File: src/rtl/dm_arb_pkg.sv
// Shared definitions for the data-memory arbiter: default widths,
// master identifiers and the byte-mask value that denotes a read.
package dm_arb_pkg;

    localparam int ADDR_W = 11;
    localparam int DATA_W = 32;

    localparam logic M0 = 1'b0;
    localparam logic M1 = 1'b1;

    localparam logic [3:0] WE_READ = 4'b0000;

endpackage

File: src/rtl/dm_arb_pick.sv
// Winner selection for the two-master arbiter.
// Macro DM_ARB_RR_EN: defined -> round-robin on contention (the master that
// was not granted last wins); undefined -> fixed priority (master 0 wins).
// A lone requester always wins in either mode.
module dm_arb_pick
    import dm_arb_pkg::*;
(
    input  logic i_req0,
    input  logic i_req1,
    input  logic i_last,
    output logic o_any,
    output logic o_winner
);

`ifndef DM_ARB_RR_EN
    // Fixed priority ignores the history register; keep it visibly consumed.
    logic w_unused_last;
    assign w_unused_last = i_last;
`endif

    // Pick the winner from the current requests (and history in round-robin).
    always_comb begin
        o_any    = i_req0 | i_req1;
        o_winner = M0;
`ifdef DM_ARB_RR_EN
        if (i_req0 && i_req1) begin
            o_winner = ~i_last;
        end else if (i_req1) begin
            o_winner = M1;
        end
`else
        if (!i_req0 && i_req1) begin
            o_winner = M1;
        end
`endif
    end

endmodule

File: src/rtl/dm_arbiter.sv
// Two-master arbiter sharing the single DM_Core BRAM port.
// Macro DM_ARB_RR_EN selects round-robin arbitration (see dm_arb_pick);
// without it master 0 has fixed priority.
// Handshake: a master holds req (with stable we/addr/wdata) until it sees gnt
// in the same cycle; the access is accepted in that cycle. A granted read
// returns data with a one-cycle rvalid pulse in the following cycle.
module dm_arbiter
#(
    parameter int ADDR_W = dm_arb_pkg::ADDR_W,
    parameter int DATA_W = dm_arb_pkg::DATA_W
)
(
    input  logic              clk,
    input  logic              reset,
    input  logic              m0_req,
    input  logic [3:0]        m0_we,
    input  logic [ADDR_W-1:0] m0_addr,
    input  logic [DATA_W-1:0] m0_wdata,
    input  logic              m1_req,
    input  logic [3:0]        m1_we,
    input  logic [ADDR_W-1:0] m1_addr,
    input  logic [DATA_W-1:0] m1_wdata,
    output logic              m0_gnt,
    output logic              m1_gnt,
    output logic              m0_rvalid,
    output logic              m1_rvalid,
    output logic [DATA_W-1:0] m0_rdata,
    output logic [DATA_W-1:0] m1_rdata,
    output logic              dm_ena,
    output logic [3:0]        dm_wea,
    output logic [ADDR_W-1:0] dm_addra,
    output logic [DATA_W-1:0] dm_dina,
    input  logic [DATA_W-1:0] dm_douta
);

    import dm_arb_pkg::*;

    logic       w_any;
    logic       w_winner;
    logic       w_grant;
    logic [3:0] w_sel_we;
    logic       r_last;
    logic       r_pend_valid;
    logic       r_pend_id;

    dm_arb_pick u_pick (
        .i_req0   (m0_req),
        .i_req1   (m1_req),
        .i_last   (r_last),
        .o_any    (w_any),
        .o_winner (w_winner)
    );

    // Grants are suppressed while reset is held.
    assign w_grant = w_any & ~reset;

    // Route the winner's access onto the BRAM port and raise its grant.
    always_comb begin
        m0_gnt   = w_grant & (w_winner == M0);
        m1_gnt   = w_grant & (w_winner == M1);
        w_sel_we = (w_winner == M1) ? m1_we : m0_we;
        dm_ena   = w_grant;
        dm_wea   = w_grant ? w_sel_we : WE_READ;
        dm_addra = (w_winner == M1) ? m1_addr : m0_addr;
        dm_dina  = (w_winner == M1) ? m1_wdata : m0_wdata;
    end

    // Track the last granted master and the owner of an in-flight read.
    always_ff @(posedge clk) begin
        if (reset) begin
            r_last       <= M1;
            r_pend_valid <= 1'b0;
            r_pend_id    <= M0;
        end else begin
            r_pend_valid <= w_grant && (w_sel_we == WE_READ);
            if (w_grant) begin
                r_last    <= w_winner;
                r_pend_id <= w_winner;
            end
        end
    end

    // Read return: a read accepted just before reset rises is dropped.
    always_comb begin
        m0_rvalid = r_pend_valid & ~reset & (r_pend_id == M0);
        m1_rvalid = r_pend_valid & ~reset & (r_pend_id == M1);
        m0_rdata  = dm_douta;
        m1_rdata  = dm_douta;
    end

endmodule

File: config.mk
export PLATFORM = sky130hd
export DESIGN_NAME = dm_arbiter
export DESIGN_NICKNAME = d
export VERILOG_FILES = /design/src/rtl/dm_arb_pkg.sv /design/src/rtl/dm_arb_pick.sv /design/src/rtl/dm_arbiter.sv
export SDC_FILE = /design/constraint.sdc
export NUM_CORES = 1
export LEC_CHECK = 0
export CAP_MARGIN = 40
export CORE_AREA = 5 5 92 94
export DETAILED_ROUTE_END_ITERATION = 10
export DIE_AREA = 0 0 97 99
export GPL_TIMING_DRIVEN = 0
export PLACE_DENSITY = 0.74
export SETUP_SLACK_MARGIN = 0.3
export SLEW_MARGIN = 20
export SYNTH_ARGS = -nofsm -noshare
export SYNTH_HDL_FRONTEND = slang
export SYNTH_SLANG_ARGS = --single-unit
File: constraint.sdc
create_clock -name clk -period 3.7 [get_ports clk]
set_clock_uncertainty 0.15 [all_clocks]
set_input_delay 0.925 -clock clk [delete_from_list [all_inputs] [get_ports clk]]
set_output_delay 0.925 -clock clk [all_outputs]
set_load 0.05 [all_outputs]
Yosys cells after proc, flatten, opt, wreduce, memory -nomap -nowiden
Cells that the tools add are included.
- word-level logic and storage cells: 21
- register bits: 2
- input port bits: 130
- output and inout port bits: 116
- multiplexer cells: 5
- reduce and logical (&&, ||, !) cells: 4
- bitwise operators: 10
- operator list (cell ; count):
    two-way mux 32 bit ; 1
    two-way mux 11 bit ; 1
    two-way mux 4 bit ; 2
    AND 1 bit ; 6
    logical NOT 4 bit ; 1
    inverter 1 bit ; 3
    logical AND 1 bit ; 2
    logical NOT 1 bit ; 1
    two-way mux 1 bit ; 1
    bitwise OR 1 bit ; 1

Logic depth before layout (Yosys ltp)
Gate-level depths: netlist (run 1).
- depth after elaboration: 6
- gate-level depth with buffers: 5
- gate-level depth less buffers: 3

Cells and area by module
Synthesis (run 1) repeated with hierarchy kept, for this count alone.
- cells, all modules: 139
- area total of the unflattened synthesis: 1438.9 um^2
- modules (own cells, without submodules) (module ; sequential area each (um^2) ; instances ; area each (um^2) ; cells each):
    dm_arbiter ; 60.1 ; 1 ; 1426.4 ; 137
    dm_arb_pick ; 0.0 ; 1 ; 12.5 ; 2

Least setup slack after synthesis (run 1)
Ideal clock, no wire load.
- kind: in2out
- start point: input m0_req
- end point: output dm_wea[0]
- cell stages on the path: 5
- slack: 0.542 ns
- arrival time: 2.083 ns
- buffers on the path: 2
- required time: 2.625 ns
- cells stage by stage: nand2b_4 > buf_6 > buf_8 > mux2i_1 > nor2_1
- longest elaborated chain between the ends: 5
- elaborated cells on any way between the ends: 7
- classes of those cells: mux (3); bitwise (2); reduce/logical (2)
- RTL lines (element ; line ; source):
    start, declared ; dm_arbiter.sv:15 ; input logic m0_req,
    logical NOT 1 bit ; dm_arb_pick.sv:32 ; if (!i_req0 && i_req1) begin
    logical AND 1 bit ; dm_arb_pick.sv:32 ;
    two-way mux 1 bit ; dm_arb_pick.sv:32 ;
    two-way mux 4 bit ; dm_arbiter.sv:61 ; w_sel_we = (w_winner == M1) ? m1_we : m0_we;
    two-way mux 4 bit * ; dm_arbiter.sv:63 ; dm_wea = w_grant ? w_sel_we : WE_READ;
    end, declared ; dm_arbiter.sv:30 ; output logic [3:0] dm_wea,
Mark *: on every way between the ends. The rest lies on a longest branch, timed or not.

Final worst setup path (run 1)
- start point: input m0_req
- end point: output m1_gnt
- longest elaborated chain between the ends: 4
- elaborated cells on any way between the ends: 6
- classes of those cells: mux (1); bitwise (3); reduce/logical (2)
- RTL lines (element ; line ; source):
    logical NOT 1 bit ; dm_arb_pick.sv:32 ;
    logical AND 1 bit ; dm_arb_pick.sv:32 ;
    two-way mux 1 bit ; dm_arb_pick.sv:32 ;
    AND 1 bit * ; dm_arbiter.sv:60 ; m1_gnt = w_grant & (w_winner == M1);
    end, declared ; dm_arbiter.sv:24 ; output logic m1_gnt,
Marked as above.

==> metrics.md, run 1 <==
| Metric | Value |
|---|---|
| Largest family of logic cells by synthesized area | `multiplexers` |
| Most numerous cell types in the synthesized netlist | `sky130_fd_sc_hd__buf_4 (64), sky130_fd_sc_hd__mux2_4 (43), sky130_fd_sc_hd__nor2_1 (6)` |
| Post-layout minimum cycle time | `3.34 ns` |
| Net Count, Synth | `265` |
| Floorplan die height | `99 µm` |
| Endpoint type of the worst setup path | `primary output` |
| First-pass GRT wire length | `10.1 mm` |
| Ys async rst share | `0` |
| Setup total negative slack | `0 ns` |
| Post-synthesis instance area | `1410 µm²` |
| Adder and majority gate portion of the synthesized area | `0` |
| Avg Cell Area, Syn | `10.5 µm²` |
| Number of nets with antenna violations after routing | `0` |
| Multiplexer fraction of the synthesized cell area | `0.485` |
| Main synth FF type | `sky130_fd_sc_hd__dfxtp_1` |
| Mapped Cells | `135` |
| Fraction of the yosys area taken by sequential cells | `0.0283` |
| First-iteration detailed-routing DRC count | `22` |
| Worst slack after detailed placement | `-0.324 ns` |
| Layout Utilization | `0.460` |
| Instance count along the most critical hold path | `2` |
| Clk Latency, worst-skew pair | `0.21 ns` |
| Routed wire length | `6.61 mm` |
| Vias per Instance | `3.86` |
| Maximum clock insertion buffer count | `2` |
| Final number of setup-violating endpoints | `0` |
| Worst reg2reg path depth | `2` |
| Die ar. | `9600 µm²` |
| Layout overhead on the synthesized area | `146%` |
| Min setup slack post-route | `0.359 ns` |
| XOR/XNOR share of the synthesized area | `0` |
| P_leak | `1.73 nW` |
| Peak ir drop on the vdd network | `126 µV` |
| Dominant cell by count in the synthesized netlist | `sky130_fd_sc_hd__buf_4` |
| Routed via count | `1747` |
| Top Ports | `246` |
| Unique masters post-synth | `18` |
| HPWL after DPL | `6.10 mm` |
| Core Box Area | `7570 µm²` |
| Placed cell count | `450` |
| Worst Path Arrival | `2.27 ns` |
| Simple-gate share of the synthesized area | `0.0496` |
| Area fraction in compound gates after synthesis | `0.0186` |
| Number of hold-repair buffers added at the cts stage | `0` |
| Share of layout cells above drive strength 1 | `0.470` |
| Pwr per Cell Area | `220 nW/µm²` |
| Biggest area consumer among synthesized cells | `sky130_fd_sc_hd__mux2_4` |
| Number of enable-type register cells in the synthesized netlist | `0` |
| Final weighted congestion in routability-driven placement | `0.828` |
| Part of the cycle the worst path needs | `0.903` |
| TritonCTS clock tree | `built` |
| Post-synthesis register bit count | `2` |
| Slew Limit Headroom | `0.652` |
| Row cnt | `32` |
| Most area-consuming cells after synthesis | `sky130_fd_sc_hd__mux2_4 (46%), sky130_fd_sc_hd__buf_4 (34%), sky130_fd_sc_hd__buf_12 (5.7%)` |
| Grt total ovfl | `0` |
| Tightest Hold Check Type | `reg -> reg` |
| Worst-path fanout max | `10` |
| Die Wd | `97 µm` |
| CTS Sinks | `2` |
| Critical Setup Path Class | `in -> out` |
| Maximum achievable frequency | `299 MHz` |
| NumNets Final | `483` |
| RSZ-0062 raised after global routing | `yes` |
| Reg area | `40.0 µm²` |
| Input/output buffers | `213` |
| Number of antenna violations at the first check in global routing | `0` |
| Kind of launch point of the worst setup path | `primary input` |
| TritonCTS Buffers | `3` |
| Non-filler cells in the finished layout | `453` |
| Drt wl/cell | `14.6 µm` |
| Result of the run | `completed` |
| Yosys top cell area share | `0.457` |
| Required time worst endpoint | `2.62 ns` |
| Overall routing resource usage | `0.129` |
| Initial core utilization | `0.187` |
| Iteration count of the initial detailed-routing pass | `6` |
| Antenna Diode Count | `0` |
| Measured slew at the worst slew-check pin | `0.521 ns` |
| H-Tree Level Count | `1` |
| DRC errors left | `0` |
| Total of warnings raised by yosys | `0` |
| Cell area after placement | `3670 µm²` |
| Area of all placed cells without fillers | `3480 µm²` |
| # Max-Cap Violations | `0` |
| Cell at the root of the clock tree | `sky130_fd_sc_hd__clkbuf_8` |
| Vias in the first global route | `2055` |
| Filler cells | `722` |
| Number of slew-limit violations in the final report | `0` |
| Clock transition at the registers of the reported paths | `0.03 ns` |
| Final Hold Fails | `0` |
| Area used by multi-input combinational logic | `782 µm²` |
| Largest net degree at the start of global routing | `11` |
-- report_power, final --
group	total (mW)	switching (mW)	internal [mW]	leakage (nW)
Clock	0.0860	0.0172	0.0688	0.0216
Sequential	0.0233	0.000520	0.0227	0.0164
Combinational	0.657	0.368	0.289	1.69
-- cell type report --
| type | count | area share |
|---|---|---|
| timing repair buffer | 213 | 0.546 |
| multi-input combinational | 62 | 0.225 |
| buffer | 70 | 0.169 |
| tap | 102 | 0.0367 |
| clock buffer | 3 | 0.0119 |
| sequential | 2 | 0.0115 |
| inverter | 1 | 0.00108 |
-- worst max-delay path, cell delays in order --
cell and delay (ns):
sky130_fd_sc_hd__dlygate4sd2_1 0.27, sky130_fd_sc_hd__nand2b_4 0.15, sky130_fd_sc_hd__buf_6 0.14, sky130_fd_sc_hd__buf_8 0.15, sky130_fd_sc_hd__nor2_1 0.10, sky130_fd_sc_hd__clkdlybuf4s15_1 0.53
-- cells in the final DEF (no fill, tap or decap) --
cell / instances
sky130_fd_sc_hd__nor2_1: 6
sky130_fd_sc_hd__nor3b_1: 1
sky130_fd_sc_hd__buf_4: 65
sky130_fd_sc_hd__mux2i_1: 4
sky130_fd_sc_hd__nor3_1: 1
sky130_fd_sc_hd__clkdlybuf4s18_2: 1
sky130_fd_sc_hd__buf_2: 45
sky130_fd_sc_hd__buf_12: 4
sky130_fd_sc_hd__nand2b_4: 1
sky130_fd_sc_hd__inv_1: 1
sky130_fd_sc_hd__o21bai_1: 1
sky130_fd_sc_hd__and3b_1: 1
sky130_fd_sc_hd__mux2_4: 43
sky130_fd_sc_hd__clkbuf_8: 3
sky130_fd_sc_hd__o41ai_1: 1
sky130_fd_sc_hd__o211a_1: 1
sky130_fd_sc_hd__nor2b_1: 1
sky130_fd_sc_hd__clkdlybuf4s15_2: 1
sky130_fd_sc_hd__dfxtp_1: 2
sky130_fd_sc_hd__buf_6: 1
sky130_fd_sc_hd__dlygate4sd2_1: 5
sky130_fd_sc_hd__clkdlybuf4s50_1: 159
sky130_fd_sc_hd__clkdlybuf4s15_1: 1
sky130_fd_sc_hd__buf_8: 1
sky130_fd_sc_hd__nor4_1: 1
-- cell families after synthesis --
family / count (synthesis)
AOI/OAI and AO/OA: 3
buffers and inverters: 71
DFF: 2
muxes: 47
and+or+nand+nor: 12
-- path summary, 6_finish.rpt --
check / from / end / slack, ns
setup / recovery: m0_req / m1_gnt / 0.36
hold reg to reg: r_pend_id$_SDFFE_PP0P_ / r_pend_id$_SDFFE_PP0P_ / 0.36
setup reg to reg: r_pend_id$_SDFFE_PP0P_ / r_pend_id$_SDFFE_PP0P_ / 2.97
hold / removal: r_pend_id$_SDFFE_PP0P_ / r_pend_id$_SDFFE_PP0P_ / 0.36
-- timing repair --
item / CTS / global route
gates resized for setup: 237 / 8
buffers inserted: 0 / 0
endpoints found under the setup margin: 52 / 5
pin swaps: 0 / 0
-- sequential cells by signal, indices dropped and copies added, names as in the netlist --
register,cells
r_pend_valid,1
r_pend_id,1
-- per-layer routing --
layer | part of all wire | GRT usage | up-vias
met4 | 0.013 | 0.0281 | 0
met5 | 0 | 0 | -
met3 | 0.12 | 0.0623 | 10
met2 | 0.55 | 0.254 | 141
li1 | - | - | 826
met1 | 0.32 | 0.119 | 770
-- through the flow --
step	total power, mW	hold WS (ns)
final	0.766	0.355
after global routing	0.800	0.367
after CTS	0.777	0.353
after detailed placement	0.724	0.351
after global placement	0.720	0.346
after floorplan	0.463	0.325
Note: power is estimated with default switching activity, not from simulation.
==> inputs of run 2 (changes only) <==
Settings changed: SKIP_CTS_REPAIR_TIMING from default to 1.
==> run 2 against run 1 <==
Sequential power hardly changed. Critical endpoint is now dm_wea[1]. Largest power group unchanged. Fmax is 0.80% higher. Highest routed layer unchanged. Final cell count stayed put. Largest cell class unchanged. Global-route usage is 0.29 points lower.
==> metrics.md, run 2 (same netlist as run 1, synthesis figures left out) <==
| Metric | Value |
|---|---|
| Result of the run | `completed` |
| Final Total Pwr | `802 µW` |
| Worst reg2reg setup slack | `2.97 ns` |
| Antenna Diode Count | `0` |
| Final Hold Fails | `0` |
| TritonCTS clock tree | `built` |
| Initial core utilization | `0.187` |
| Drt wl/cell | `15.3 µm` |
| Routed wire length | `6.91 mm` |
| Kind of launch point of the worst setup path | `primary input` |
| Measured slew at the worst slew-check pin | `0.564 ns` |
| # Max-Cap Violations | `0` |
| Post-layout minimum cycle time | `3.31 ns` |
| Setup total negative slack | `0 ns` |
| Die ar. | `9600 µm²` |
| Cell chain of the critical path | `clkdlybuf4s50_1 > o21bai_2 > nor2_1 > dlymetal6s2s_1` |
| Core Box Area | `7570 µm²` |
| RSZ-0062 raised after global routing | `yes` |
| Min setup slack post-route | `0.386 ns` |
| End of the worst register-to-register path | `r_pend_id$_SDFFE_PP0P_` |
| Number of antenna violations at the first check in global routing | `0` |
| TritonCTS Buffers | `3` |
| Crit-path max cell delay | `0.49 ns` |
| Worst Path Arrival | `2.24 ns` |
| Cell at the root of the clock tree | `sky130_fd_sc_hd__clkbuf_8` |
| Worst slack after detailed placement | `-0.324 ns` |
| P_leak | `2.21 nW` |
| Commonest non-fill, non-tap cells in the layout | `sky130_fd_sc_hd__clkdlybuf4s50_1 (159), sky130_fd_sc_hd__buf_4 (65), sky130_fd_sc_hd__dlymetal6s2s_1 (51)` |
| Slew Limit Headroom | `0.623` |
| Worst-path fanout max | `6` |
| Grt total ovfl | `0` |
| Required time worst endpoint | `2.62 ns` |
| Layout overhead on the synthesized area | `171%` |
| Routed via count | `1753` |
| Worst reg2reg startpoint | `r_pend_id$_SDFFE_PP0P_` |
| Top Ports | `246` |
| Vias per Instance | `3.87` |
| Row cnt | `32` |
| Placed cell count | `450` |
| Pwr per Cell Area | `209 nW/µm²` |
| Maximum clock insertion buffer count | `2` |
| Final weighted congestion in routability-driven placement | `0.828` |
| Most common cell after layout, fill and taps aside | `sky130_fd_sc_hd__clkdlybuf4s50_1` |
| Tightest Hold Check Type | `reg -> reg` |
| Crit path max-delay cell type | `sky130_fd_sc_hd__clkdlybuf4s50_1` |
| Final number of setup-violating endpoints | `0` |
| Largest net degree at the start of global routing | `11` |
| Minimum hold slack | `0.354 ns` |
| Number of slew-limit violations in the final report | `0` |
| Number of nets with antenna violations after routing | `0` |
| First-pass GRT wire length | `9.87 mm` |
| Instance count along the most critical hold path | `2` |
| Part of the cycle the worst path needs | `0.896` |
| DRC errors left | `0` |
| Endpoint type of the worst setup path | `primary output` |
| Worst reg2reg path depth | `2` |
| Die Wd | `97 µm` |
| Input/output buffers | `213` |
| Floorplan die height | `99 µm` |
| CTS Sinks | `2` |
| H-Tree Level Count | `1` |
| Critical Setup Path Class | `in -> out` |
| Overall routing resource usage | `0.126` |
| NumNets Final | `483` |
| Maximum achievable frequency | `302 MHz` |
| Clk Latency, worst-skew pair | `0.21 ns` |
| Source of the worst hold timing path | `r_pend_id$_SDFFE_PP0P_` |
| Non-filler cells in the finished layout | `453` |
| Destination of the worst hold path | `r_pend_id$_SDFFE_PP0P_` |
| Top Registers | `r_pend_id: 1 flops, r_pend_valid: 1 flops` |
| First-iteration detailed-routing DRC count | `27` |
| Share of layout cells above drive strength 1 | `0.345` |
| Clock transition at the registers of the reported paths | `0.03 ns` |
| Peak ir drop on the vdd network | `127 µV` |
| Iteration count of the initial detailed-routing pass | `4` |
| Vias in the first global route | `2031` |
| HPWL after DPL | `6.10 mm` |
-- run 2: changes by cell type in the layout (fill, tap and decap cells not counted), sizes merged --
cell | previous run | this run
dlymetal6s2s | 0 | 51
buf | 116 | 71
clkdlybuf4s15 | 2 | 0
dlygate4sd2 | 5 | 0
clkdlybuf4s18 | 1 | 0
clkbuf | 3 | 5
-- run 2: power by group --
part	total, mW	internal [mW]	switching (mW)
registers	0.0233	0.0227	0.000538
logic	0.693	0.322	0.371
clock network	0.0859	0.0688	0.0171
total	0.802	0.413	0.389
-- run 2: worst max-delay path: cells and delay by family --
kind                   cells  cell delay, ns
buffers and inverters      2            0.91
AOI/OAI and AO/OA          1            0.28
and+or+nand+nor            1            0.12
-- run 2: worst max path at each step --
stage | startpoint | end
floorplan | m0_req | dm_wea[0]
global placement | m0_req | dm_dina[17]
detailed placement | m0_req | dm_dina[17]
CTS | m0_req | dm_dina[17]
global route | reset | dm_wea[1]
finish | reset | dm_wea[1]
-- run 2: cell type report --
type	instances	area, µm²
Fill cell	653	3730
Timing Repair Buffer	213	2250
Multi-Input combinational cell	62	786
Buffer	70	587
Tap cell	102	128
Clock buffer	3	41.3
Sequential cell	2	40.0
Inverter	1	3.75
-- run 2: routing by layer --
layer,vias to the layer above,global-route usage,routed length [µm]
met3,10,0.0552,783
met2,141,0.254,3760
met1,774,0.115,2280
li1,828,-,-
met4,0,0.0281,89
met5,-,0,0
-- run 2: through the flow --
| step | utilization | area (µm²) |
|---|---|---|
| 2_1_floorplan | - | 1410 |
| 3_3_place_gp | 0.485 | 3670 |
| 3_5_place_dp | 0.485 | 3670 |
| 5_1_grt | 0.506 | 3830 |
| 4_1_cts | 0.491 | 3710 |
| 6_report | 0.506 | 3830 |
==> inputs of run 3 (changes only) <==
Settings changed: SLEW_MARGIN 20 to default.
==> results of run 3 <==
The final DEF is identical to that of run 2; final timing and power are the same.
